$ cat src/rtl/sprite_layer_n_pkg.sv
// Shared VGA bus layout and coordinate helpers for the N-channel sprite compositor.
package sprite_layer_n_pkg;

  localparam int SPR_COORD_W = 12;
  localparam int SPR_RGB_W   = 12;

  typedef struct packed {
    logic [SPR_COORD_W-1:0] hcount;
    logic [SPR_COORD_W-1:0] vcount;
    logic                   hsync;
    logic                   vsync;
    logic                   hblnk;
    logic                   vblnk;
    logic [SPR_RGB_W-1:0]   rgb;
  } vga_bus_t;

  localparam int VGA_BUS_SIZE = $bits(vga_bus_t);

  // Extra MSB keeps a negative offset visible as a large value, so it never passes a box test.
  function automatic logic [SPR_COORD_W:0] coord_offset(
    input logic [SPR_COORD_W-1:0] pos,
    input logic [SPR_COORD_W-1:0] origin
  );
    return {1'b0, pos} - {1'b0, origin};
  endfunction

endpackage

$ cat src/rtl/sprite_layer_n_sprite_channel.sv
// One sprite channel: frame-latched position, hit test, ROM address and hit delay line.
// Address is 1 pclk after the pixel, hit is 1+ROM_LAT pclk after it; free-running, no backpressure.
module sprite_layer_n_sprite_channel
  import sprite_layer_n_pkg::*;
#(
  parameter int SPR_W   = 64,
  parameter int SPR_H   = 64,
  parameter int ADDR_W  = 12,
  parameter int ROM_LAT = 1
) (
  input  logic                   pclk,
  input  logic                   rst,
  input  logic                   frame_start,
  input  logic [SPR_COORD_W-1:0] xpos,
  input  logic [SPR_COORD_W-1:0] ypos,
  input  logic                   en,
  input  logic [SPR_COORD_W-1:0] hcount,
  input  logic [SPR_COORD_W-1:0] vcount,
  input  logic                   hblnk,
  input  logic                   vblnk,
  output logic [ADDR_W-1:0]      pixel_addr,
  output logic                   hit
);

  localparam logic [SPR_COORD_W:0] W_LIM = (SPR_COORD_W+1)'(SPR_W);
  localparam logic [SPR_COORD_W:0] H_LIM = (SPR_COORD_W+1)'(SPR_H);

  logic [SPR_COORD_W-1:0] sx;
  logic [SPR_COORD_W-1:0] sy;
  logic                   sen;
  logic [SPR_COORD_W:0]   dx;
  logic [SPR_COORD_W:0]   dy;
  logic                   in_box;
  logic [ADDR_W-1:0]      lin_addr;
  logic [ROM_LAT:0]       hit_pipe;

  // Positions only move at the start of vertical blanking so a frame never tears.
  always_ff @(posedge pclk or negedge rst) begin
    if (!rst) begin
      sx  <= '0;
      sy  <= '0;
      sen <= 1'b0;
    end else if (frame_start) begin
      sx  <= xpos;
      sy  <= ypos;
      sen <= en;
    end
  end

  assign dx     = coord_offset(hcount, sx);
  assign dy     = coord_offset(vcount, sy);
  assign in_box = sen & ~hblnk & ~vblnk & (dx < W_LIM) & (dy < H_LIM);

  // Modular arithmetic in ADDR_W bits gives the same result as truncating the full product.
  assign lin_addr = ADDR_W'(dy) * ADDR_W'(SPR_W) + ADDR_W'(dx);

  always_ff @(posedge pclk or negedge rst) begin
    if (!rst) begin
      pixel_addr <= '0;
      hit_pipe   <= '0;
    end else begin
      pixel_addr <= in_box ? lin_addr : '0;
      hit_pipe   <= {hit_pipe[ROM_LAT-1:0], in_box};
    end
  end

  assign hit = hit_pipe[ROM_LAT];

endmodule

$ cat src/rtl/sprite_layer_n.sv
// N-channel sprite compositor on the VGA bus, channel 0 on top; latency ROM_LAT+2 pclk, no backpressure.
// SPRITE_COLLISION_EN adds per-frame collision flags; without it coll_flags is tied low.
module sprite_layer_n
  import sprite_layer_n_pkg::*;
#(
  parameter int                   N       = 2,
  parameter int                   SPR_W   = 64,
  parameter int                   SPR_H   = 64,
  parameter int                   ADDR_W  = 12,
  parameter int                   ROM_LAT = 1,
  parameter logic [SPR_RGB_W-1:0] KEY_RGB = 12'hF0F
) (
  input  logic                       pclk,
  input  logic                       rst,
  input  logic [VGA_BUS_SIZE-1:0]    vga_in,
  input  logic [N*SPR_COORD_W-1:0]   xpos,
  input  logic [N*SPR_COORD_W-1:0]   ypos,
  input  logic [N-1:0]               spr_en,
  output logic [N*ADDR_W-1:0]        pixel_addr,
  input  logic [N*SPR_RGB_W-1:0]     rom_data,
  output logic [VGA_BUS_SIZE-1:0]    vga_out,
  output logic [N-1:0]               coll_flags,
  output logic                       frame_tick
);

  vga_bus_t             bus_in;
  vga_bus_t             bus_pipe [ROM_LAT+1];
  vga_bus_t             bus_al;
  vga_bus_t             bus_mix;
  vga_bus_t             bus_out;
  logic                 vblnk_prev;
  logic                 frame_start;
  logic [N-1:0]         hit;
  logic [N-1:0]         opaque;
  logic [SPR_RGB_W-1:0] rgb_mix;

  assign bus_in = vga_in;

  // Reset value 1 keeps a blanking level present at reset release from looking like a new frame.
  always_ff @(posedge pclk or negedge rst) begin
    if (!rst) vblnk_prev <= 1'b1;
    else      vblnk_prev <= bus_in.vblnk;
  end

  assign frame_start = bus_in.vblnk & ~vblnk_prev;
  assign frame_tick  = frame_start;

  for (genvar k = 0; k < N; k++) begin : g_chan
    sprite_layer_n_sprite_channel #(
      .SPR_W   (SPR_W),
      .SPR_H   (SPR_H),
      .ADDR_W  (ADDR_W),
      .ROM_LAT (ROM_LAT)
    ) u_chan (
      .pclk        (pclk),
      .rst         (rst),
      .frame_start (frame_start),
      .xpos        (xpos[SPR_COORD_W*k +: SPR_COORD_W]),
      .ypos        (ypos[SPR_COORD_W*k +: SPR_COORD_W]),
      .en          (spr_en[k]),
      .hcount      (bus_in.hcount),
      .vcount      (bus_in.vcount),
      .hblnk       (bus_in.hblnk),
      .vblnk       (bus_in.vblnk),
      .pixel_addr  (pixel_addr[ADDR_W*k +: ADDR_W]),
      .hit         (hit[k])
    );

    assign opaque[k] = hit[k] & (rom_data[SPR_RGB_W*k +: SPR_RGB_W] != KEY_RGB);
  end

  // Stage 1 plus ROM_LAT stages: lines the bus up with the returning ROM data.
  always_ff @(posedge pclk or negedge rst) begin
    if (!rst) begin
      for (int i = 0; i <= ROM_LAT; i++) bus_pipe[i] <= '0;
    end else begin
      bus_pipe[0] <= bus_in;
      for (int i = 1; i <= ROM_LAT; i++) bus_pipe[i] <= bus_pipe[i-1];
    end
  end

  assign bus_al = bus_pipe[ROM_LAT];

  // Walk from lowest to highest priority so channel 0 is applied last and wins.
  always_comb begin
    rgb_mix = bus_al.rgb;
    for (int k = N - 1; k >= 0; k--) begin
      if (opaque[k]) rgb_mix = rom_data[SPR_RGB_W*k +: SPR_RGB_W];
    end
  end

  always_comb begin
    bus_mix     = bus_al;
    bus_mix.rgb = rgb_mix;
  end

  always_ff @(posedge pclk or negedge rst) begin
    if (!rst) bus_out <= '0;
    else      bus_out <= bus_mix;
  end

  assign vga_out = bus_out;

`ifdef SPRITE_COLLISION_EN
  logic [N-1:0] acc;
  logic [N-1:0] collide;

  always_comb begin
    collide = '0;
    for (int k = 0; k < N; k++) begin
      collide[k] = opaque[k] & |(opaque & ~(N'(1) << k));
    end
  end

  // A collision on the frame boundary cycle seeds the new accumulator rather than the reported flags.
  always_ff @(posedge pclk or negedge rst) begin
    if (!rst) begin
      acc        <= '0;
      coll_flags <= '0;
    end else if (frame_start) begin
      coll_flags <= acc;
      acc        <= collide;
    end else begin
      acc <= acc | collide;
    end
  end
`else
  assign coll_flags = '0;
`endif

endmodule
$ cat config.mk
export PLATFORM = sky130hd
export DESIGN_NAME = sprite_layer_n
export DESIGN_NICKNAME = d
export VERILOG_FILES = /design/src/rtl/sprite_layer_n_pkg.sv /design/src/rtl/sprite_layer_n_sprite_channel.sv /design/src/rtl/sprite_layer_n.sv
export SDC_FILE = /design/constraint.sdc
export NUM_CORES = 1
export LEC_CHECK = 0
export BUFFER_PORTS_ARGS = -buffer_cell sky130_fd_sc_hd__buf_4
export CAP_MARGIN = 10
export CORE_UTILIZATION = 50
export CTS_CLUSTER_DIAMETER = 100
export DETAILED_ROUTE_END_ITERATION = 6
export GPL_ROUTABILITY_DRIVEN = 0
export HOLD_SLACK_MARGIN = 0.06
export PLACE_DENSITY_LB_ADDON = 0.08
export SETUP_SLACK_MARGIN = 0.3
export SLEW_MARGIN = 20
export SYNTH_ARGS = -nofsm -noshare
export SYNTH_HDL_FRONTEND = slang
export SYNTH_SLANG_ARGS = --single-unit
$ cat constraint.sdc
create_clock -name pclk -period 3.6 [get_ports pclk]
set_clock_uncertainty 0.1 [all_clocks]
set_input_delay 0.18 -clock pclk [delete_from_list [all_inputs] [get_ports pclk]]
set_output_delay 0.18 -clock pclk [all_outputs]
set_load 0.005 [all_outputs]
==> results.sh, run 1 <==
export IMPL_cts_root_buf="clkbuf_16"
export IMPL_rsz0062_at_grt="yes"
export IMPL_syn_avg_cell_area_sq_um=11.00
export IMPL_outcome="completed"
export IMPL_antenna_left=0
export IMPL_dp_cells=1205
export IMPL_grt_pass1_vias=6657
export IMPL_synthCells=809
export IMPL_n_antenna_cell=0
export IMPL_track_usage_pct=23.96
export IMPL_route_detailed_drc=0
export IMPL_setup_tns_ns=0
export IMPL_wire_per_inst_um=15.93
export IMPL_insertion_delay_ns=0.43
export IMPL_path_max_fanout=4
export IMPL_gr_total_overflow=0
export IMPL_critPathKind="reg2reg"
export IMPL_cts_buffer_depth=2
export IMPL_antenna_found_initial=0
export IMPL_syn2layout_area_growth_pct=41.54
export IMPL_coreArea_sq_mm=0.01736
export IMPL_worst_pin_slew_ns=0.8174
export IMPL_port_buffers=180
export IMPL_floorplan_initialDensity_pct=51.28
export IMPL_cts_buffers=17
export IMPL_slew_headroom_pct=45.51
export IMPL_cts_tree="built"
export IMPL_critical_path_required_ns=3.84
export IMPL_ys_seq_elements=199
export IMPL_ys_flop_type="dfrtp_1"
export IMPL_path_cells="ha_1, fa_2, nor2b_4, o31ai_4, a31oi_2, o21ai_0, and2_1, ha_4, a21oi_2, o21bai_1, a21oi_2, xnor2_1, xnor2_1, nor4b_2"
export IMPL_drive_gt1_share_pct=25.58
export IMPL_grt_start_max_net_pins=104
export IMPL_start_kind="register"
export IMPL_async_flop_share_pct=100.0
export IMPL_grt_pass1_wl_um=33390
export IMPL_endpoint_kind="register"
export IMPL_path_buf_inv=0
export IMPL_clock_fmax_mhz=306.2
export IMPL_via_per_inst=5.128
export IMPL_dieArea_sq_mm=0.01834
export IMPL_total_power_mw=6.127
export IMPL_layout_cells_non_filler=1355
export IMPL_wl_um=21590
export IMPL_rows=48
export IMPL_via_count=6949
export IMPL_synth_edff_count=0
export IMPL_drv_slew=0
export IMPL_holdWs_ns=0.1150
export IMPL_final_area_sq_mm=0.01260
export IMPL_fin_crit_sh_pct=90.71
export IMPL_hp_class="in2reg"
export IMPL_placed_cell_area_sq_mm=0.01058
export IMPL_h_tree_depth=4
export IMPL_p_leak_nw=5.967
export IMPL_cap_violations=0
export IMPL_cp_data_arrival_time_ns=3.51
export IMPL_cp_slowest_cell="fa_2"
export IMPL_setup_viol=0
export IMPL_hold_viol=0
export IMPL_final_nets=1297
export IMPL_syn_area_sq_mm=0.008901
export IMPL_irDropWorstVdd_uv=366.8
export IMPL_path_delay_family="compound AO/OA/AOI/OAI gates"
export IMPL_cts_sinks=199
export IMPL_first_pass_iters=5
export IMPL_dr_first_iter_drc_count=420
export IMPL_synth_seq_area_share_pct=55.96
export IMPL_clkTransAtPathRegs_ns=0.07
export IMPL_critical_path_max_stage_delay_ns=0.39
export IMPL_fp_dieW_um=135.4
export IMPL_ios=183
export IMPL_p_per_area_mw_per_mm2=486.3
export IMPL_finalCriticalPeriod_ns=3.265
export IMPL_yosys_cell_types_count=61
export IMPL_die_y_um=135.4
export IMPL_dp_hpwl_um=14840
export IMPL_yosysWarnings=0
## worst register-to-register path, stage by stage (launching register included)
cell and delay (ns):
dfrtp_1 0.38, ha_1 0.22, fa_2 0.39, nor2b_4 0.19, o31ai_4 0.09, a31oi_2 0.25
o21ai_0 0.14, and2_1 0.20, ha_4 0.26, a21oi_2 0.19, o21bai_1 0.12, a21oi_2 0.14
xnor2_1 0.14, xnor2_1 0.12, nor4b_2 0.26
## layout make-up
class / count / area, sq um
Multi-Input combinational cell: 513 / 3815
Timing Repair Buffer: 312 / 2653
Tap cell: 225 / 281.5
Inverter: 74 / 277.8
Clock inverter: 12 / 133.9
Sequential cell: 199 / 4981
Clock buffer: 20 / 456.7
Fill cell: 1221 / 4758
## logic make-up after synthesis
group | Yosys count | share of synthesized area [%]
AO/OA/AOI/OAI | 185 | 12.82
XOR/XNOR | 26 | 2.558
adder cells (fa/ha/maj) | 64 | 9.502
buffers and inverters | 99 | 4.358
flip-flops | 199 | 55.96
multiplexers | 22 | 2.572
other | 1 | 0.04213
AND/OR/NAND/NOR | 213 | 12.19
## sequential cells by signal, summed over array words and instances, names as in the netlist
register                  flops
bus_pipe                     40
bus_al                       40
g_chan.u_chan.sen             2
vga_out                      40
g_chan.u_chan.sy             24
vblnk_prev                    1
g_chan.u_chan.sx             24
g_chan.u_chan.hit_pipe        4
g_chan.u_chan.pixel_addr     24
## final timing paths
kind | from | endpoint | slack [ns] | cells after the start
setup / recovery | g_chan[0].u_chan.sx[0] | g_chan[0].u_chan.pixel_addr[11] | 0.33 | 14
hold / removal | vga_in[31] | g_chan[0].u_chan.pixel_addr[3] | 0.12 | 5
setup reg to reg | g_chan[0].u_chan.sx[0] | g_chan[0].u_chan.pixel_addr[11] | 0.33 | 14
hold reg to reg | bus_pipe[41] | bus_al[1] | 0.24 | 0
max in group asynchronous | rst | vblnk_prev | 2.11 | 3
min in group asynchronous | rst | vga_out[29] | 0.28 | 2
## through the flow
step / setup WS, ns / utilization, %
2_1_floorplan: 0.3003 / -
3_3_place_gp: 0.1963 / 60.97
3_5_place_dp: 0.1450 / 60.97
4_1_cts: 0.2757 / 71.22
5_1_grt: 0.1265 / 72.59
6_report: 0.3346 / 72.59
## Yosys cell counts (all sizes together), types with 4 or more instances
cell type | instances | area share (%)
nand3 | 5 | 0.28
o31a | 4 | 0.39
o21bai | 6 | 0.51
a211oi | 6 | 0.51
o31ai | 5 | 0.42
nand2b | 9 | 0.63
a21oi | 41 | 2.3
a21boi | 4 | 0.34
nor2b | 12 | 0.84
nor3 | 20 | 1.1
xnor2 | 24 | 2.4
a21o | 10 | 0.84
fa | 6 | 1.3
and2 | 6 | 0.42
clkbuf | 21 | 0.89
a31oi | 5 | 0.35
nand2 | 88 | 3.7
o21ai | 70 | 3.9
inv | 74 | 3.1
nor2 | 35 | 1.5
nor4b | 8 | 0.96
nand4 | 4 | 0.28
dfrtp | 198 | 56
mux2 | 7 | 0.89
mux2i | 15 | 1.7
o21a | 8 | 0.67
or4 | 5 | 0.46
ha | 58 | 8.2
buf | 4 | 0.35
a221oi | 5 | 0.49
nand4b | 4 | 0.39
## per-layer routing
layer	track usage [%]	share of wire [%]	vias to the layer above
met5	0	0	-
met4	7.179	1.6	0
met3	3.966	4.7	25
met2	38.83	48	204
met1	33.17	46	3315
li1	-	-	3405
## cell usage in the layout (no fill, tap or decap), types with 5 or more instances in the layout
| master | n |
|---|---|
| ha_1 | 47 |
| o21bai_1 | 6 |
| xnor2_1 | 22 |
| and2_1 | 5 |
| nand3_1 | 5 |
| buf_4 | 194 |
| a21o_1 | 10 |
| dfrtp_1 | 198 |
| nor3_1 | 19 |
| a211oi_1 | 5 |
| clkbuf_16 | 17 |
| a21oi_1 | 37 |
| ha_4 | 6 |
| mux2i_1 | 15 |
| inv_1 | 72 |
| o21a_1 | 8 |
| nor2b_1 | 9 |
| nand2b_1 | 8 |
| o21ai_0 | 66 |
| ha_2 | 5 |
| dlygate4sd3_1 | 115 |
| nor2_1 | 35 |
| mux2_2 | 7 |
| nand2_1 | 88 |
## repair_timing
item,CTS,global route
gates resized for setup,7,46
endpoints found under the setup margin,3,20
cloned,0,1
pin swaps,3,20
hold buffers,115,0
setup buffers,1,1
endpoints found under the hold margin,204,0
## where the power goes
part	internal [mW]	total (mW)	switching, mW
logic	0.867	1.81	0.942
clock network	1.02	1.90	0.881
registers	2.37	2.42	0.0432
No activity file was read; power rests on OpenSTA's default activity.
==> run 2, diff against run 1 <==
--- a/config.mk
+++ b/config.mk
@@ -13,7 +13,7 @@
 export GPL_ROUTABILITY_DRIVEN = 0
 export HOLD_SLACK_MARGIN = 0.06
 export PLACE_DENSITY_LB_ADDON = 0.08
-export SETUP_SLACK_MARGIN = 0.3
+export SETUP_SLACK_MARGIN = 0.1
 export SLEW_MARGIN = 20
 export SYNTH_ARGS = -nofsm -noshare
 export SYNTH_HDL_FRONTEND = slang
==> constraint.sdc (replaced) <==
create_clock -name pclk -period 3.6 [get_ports pclk]
set_clock_uncertainty 0.1 [all_clocks]
set_input_delay 0.54 -clock pclk [delete_from_list [all_inputs] [get_ports pclk]]
set_output_delay 0.54 -clock pclk [all_outputs]
set_load 0.005 [all_outputs]
==> run 2 against run 1 <==
Effect of this change: worst hold slack got worse by 0.0014 ns; routed wire length decreased by 7.5%; largest cell class unchanged; count of clock-buffer cells in the layout decreased by 2; fmax decreased by 1.6%; clock power increased by 7%; die area unchanged.
==> results.sh, run 2 (synthesis results as in run 1) <==
export IMPL_endpoint_kind="register"
export IMPL_layout_common_cells="buf_4, dfrtp_1, nand2_1, inv_1, o21ai_0"
export IMPL_h_tree_depth=4
export IMPL_hold_depth=1
export IMPL_floorplan_initialDensity_pct=51.28
export IMPL_track_usage_pct=23.14
export IMPL_setup_slack_ns=0.2808
export IMPL_critPathKind="reg2reg"
export IMPL_ios=183
export IMPL_dp_hpwl_um=15340
export IMPL_route_detailed_drc=0
export IMPL_holdWs_ns=0.1136
export IMPL_via_count=6454
export IMPL_final_area_sq_mm=0.01134
export IMPL_via_per_inst=5.159
export IMPL_cts_sinks=199
export IMPL_dp_cells=1218
export IMPL_grt_pass1_vias=6287
export IMPL_p_per_area_mw_per_mm2=534.1
export IMPL_hold_viol=0
export IMPL_setup_viol=0
export IMPL_grt_pass1_wl_um=32140
export IMPL_timing_rr_start="g_chan[0].u_chan.sx[2]"
export IMPL_worst_pin_slew_ns=0.6521
export IMPL_antenna_found_initial=1
export IMPL_placed_cell_area_sq_mm=0.01068
export IMPL_antenna_left=0
export IMPL_n_antenna_cell=0
export IMPL_syn2layout_area_growth_pct=27.42
export IMPL_slew_headroom_pct=56.26
export IMPL_cts_tree="built"
export IMPL_port_buffers=180
export IMPL_fp_dieW_um=135.4
export IMPL_finalCriticalPeriod_ns=3.319
export IMPL_hold_path_end="bus_pipe[43]"
export IMPL_reg2reg_slack_ns=0.28
export IMPL_reg2reg_depth=14
export IMPL_wl_um=19970
export IMPL_fin_crit_sh_pct=92.20
export IMPL_gr_total_overflow=0
export IMPL_postCtsSetupRepairBufs=0
export IMPL_drive_gt1_share_pct=25.44
export IMPL_clkTransAtPathRegs_ns=0.08
export IMPL_num_fill_cells=1357
export IMPL_outcome="completed"
export IMPL_cts_root_buf="clkbuf_16"
export IMPL_dr_first_iter_drc_count=298
export IMPL_critical_path_required_ns=3.83
export IMPL_coreArea_sq_mm=0.01736
export IMPL_r2r_end="g_chan[0].u_chan.pixel_addr[11]"
export IMPL_dieArea_sq_mm=0.01834
export IMPL_die_y_um=135.4
export IMPL_min_delay_start="vga_in[3]"
export IMPL_cts_buffers=17
export IMPL_irDropWorstVdd_uv=325.4
export IMPL_path_max_fanout=3
export IMPL_pre_cts_slack_ns=-0.0006912
export IMPL_wire_per_inst_um=15.96
export IMPL_clock_fmax_mhz=301.3
export IMPL_cts_buffer_depth=2
export IMPL_layout_cells_non_filler=1251
export IMPL_grt_start_max_net_pins=74
export IMPL_p_leak_nw=5.525
export IMPL_rsz0062_at_grt="no"
export IMPL_cp_data_arrival_time_ns=3.55
export IMPL_cap_violations=0
export IMPL_first_pass_iters=7
export IMPL_rows=48
export IMPL_final_nets=1193
export IMPL_mostFrequentLayoutCell="buf_4"
export IMPL_start_kind="register"
export IMPL_hp_class="in2reg"
export IMPL_drv_slew=0
export IMPL_insertion_delay_ns=0.43
[run 2: cell types whose count changed in the layout (fill, tap and decap cells not counted), moves of 3 or more]
cell,change
o21ai_0,+3
ha_1,+11
buf_4,+12
fa_2,-3
ha_4,-6
dlygate4sd3_1,-114
nor4b_1,+3
or4_4,-3
ha_2,-5
fa_1,+3
[run 2: area by class of cell]
cell class	count	area, sq um	share of cell area [%]
Sequential cell	199	4981	43.92
Multi-Input combinational cell	512	3575	31.52
Timing Repair Buffer	209	1590	14.02
Clock buffer	18	429.2	3.784
Tap cell	225	281.5	2.482
Inverter	74	277.8	2.449
Clock inverter	14	207.7	1.831
[run 2: repair_timing]
action / 4_1_cts / 5_1_grt
hold buffers: 1 / 0
resized for setup: 0 / 2
endpoints found under the hold margin: 46 / 0
endpoints found under the setup margin: 0 / 4
[run 2: power breakdown]
group / switching [mW] / total, mW / internal, mW
logic: 0.849 / 1.61 / 0.759
registers: 0.0452 / 2.42 / 2.37
clock network: 0.901 / 2.03 / 1.13
[run 2: worst max path at each step]
stage / startpoint / to / slack [ns]
floorplan: vga_in[32] / g_chan[0].u_chan.pixel_addr[11] / 0.12
finish: g_chan[0].u_chan.sx[2] / g_chan[0].u_chan.pixel_addr[11] / 0.28
global route: g_chan[0].u_chan.sx[4] / g_chan[0].u_chan.pixel_addr[11] / 0.11
global placement: vga_in[28] / g_chan[0].u_chan.pixel_addr[11] / 0.06
CTS: g_chan[1].u_chan.sx[0] / g_chan[1].u_chan.pixel_addr[3] / 0.27
detailed placement: vga_in[28] / g_chan[1].u_chan.pixel_addr[3] / -0.0007
[run 2: critical path: stages (launching register included)]
cell	delay, ns
dfrtp_1	0.36
inv_1	0.08
ha_1	0.23
nor2b_1	0.15
o31ai_1	0.35
a31oi_1	0.19
or3_1	0.37
and2_1	0.17
ha_1	0.31
a21oi_2	0.16
o21bai_1	0.07
a21oi_1	0.18
xnor2_1	0.15
xnor2_1	0.08
nor4b_1	0.26
[run 2: metrics by stage]
stage | utilization, % | total power, mW | TNS [ns]
global placement | 61.56 | 4.043 | 0
floorplan | - | 3.526 | 0
CTS | 65.28 | 6.102 | 0
global route | 65.35 | 6.403 | 0
finish | 65.35 | 6.058 | 0
detailed placement | 61.56 | 4.060 | -0.0006912
[run 2: metal layers]
layer  wire length [um]  vias to the layer above  global-route usage (%)
li1                   -                     3200                       -
met4                334                        0                   7.803
met5                  0                        -                       0
met3               1045                       26                   3.629
met1               9303                     3026                   32.53
met2               9289                      202                   36.67
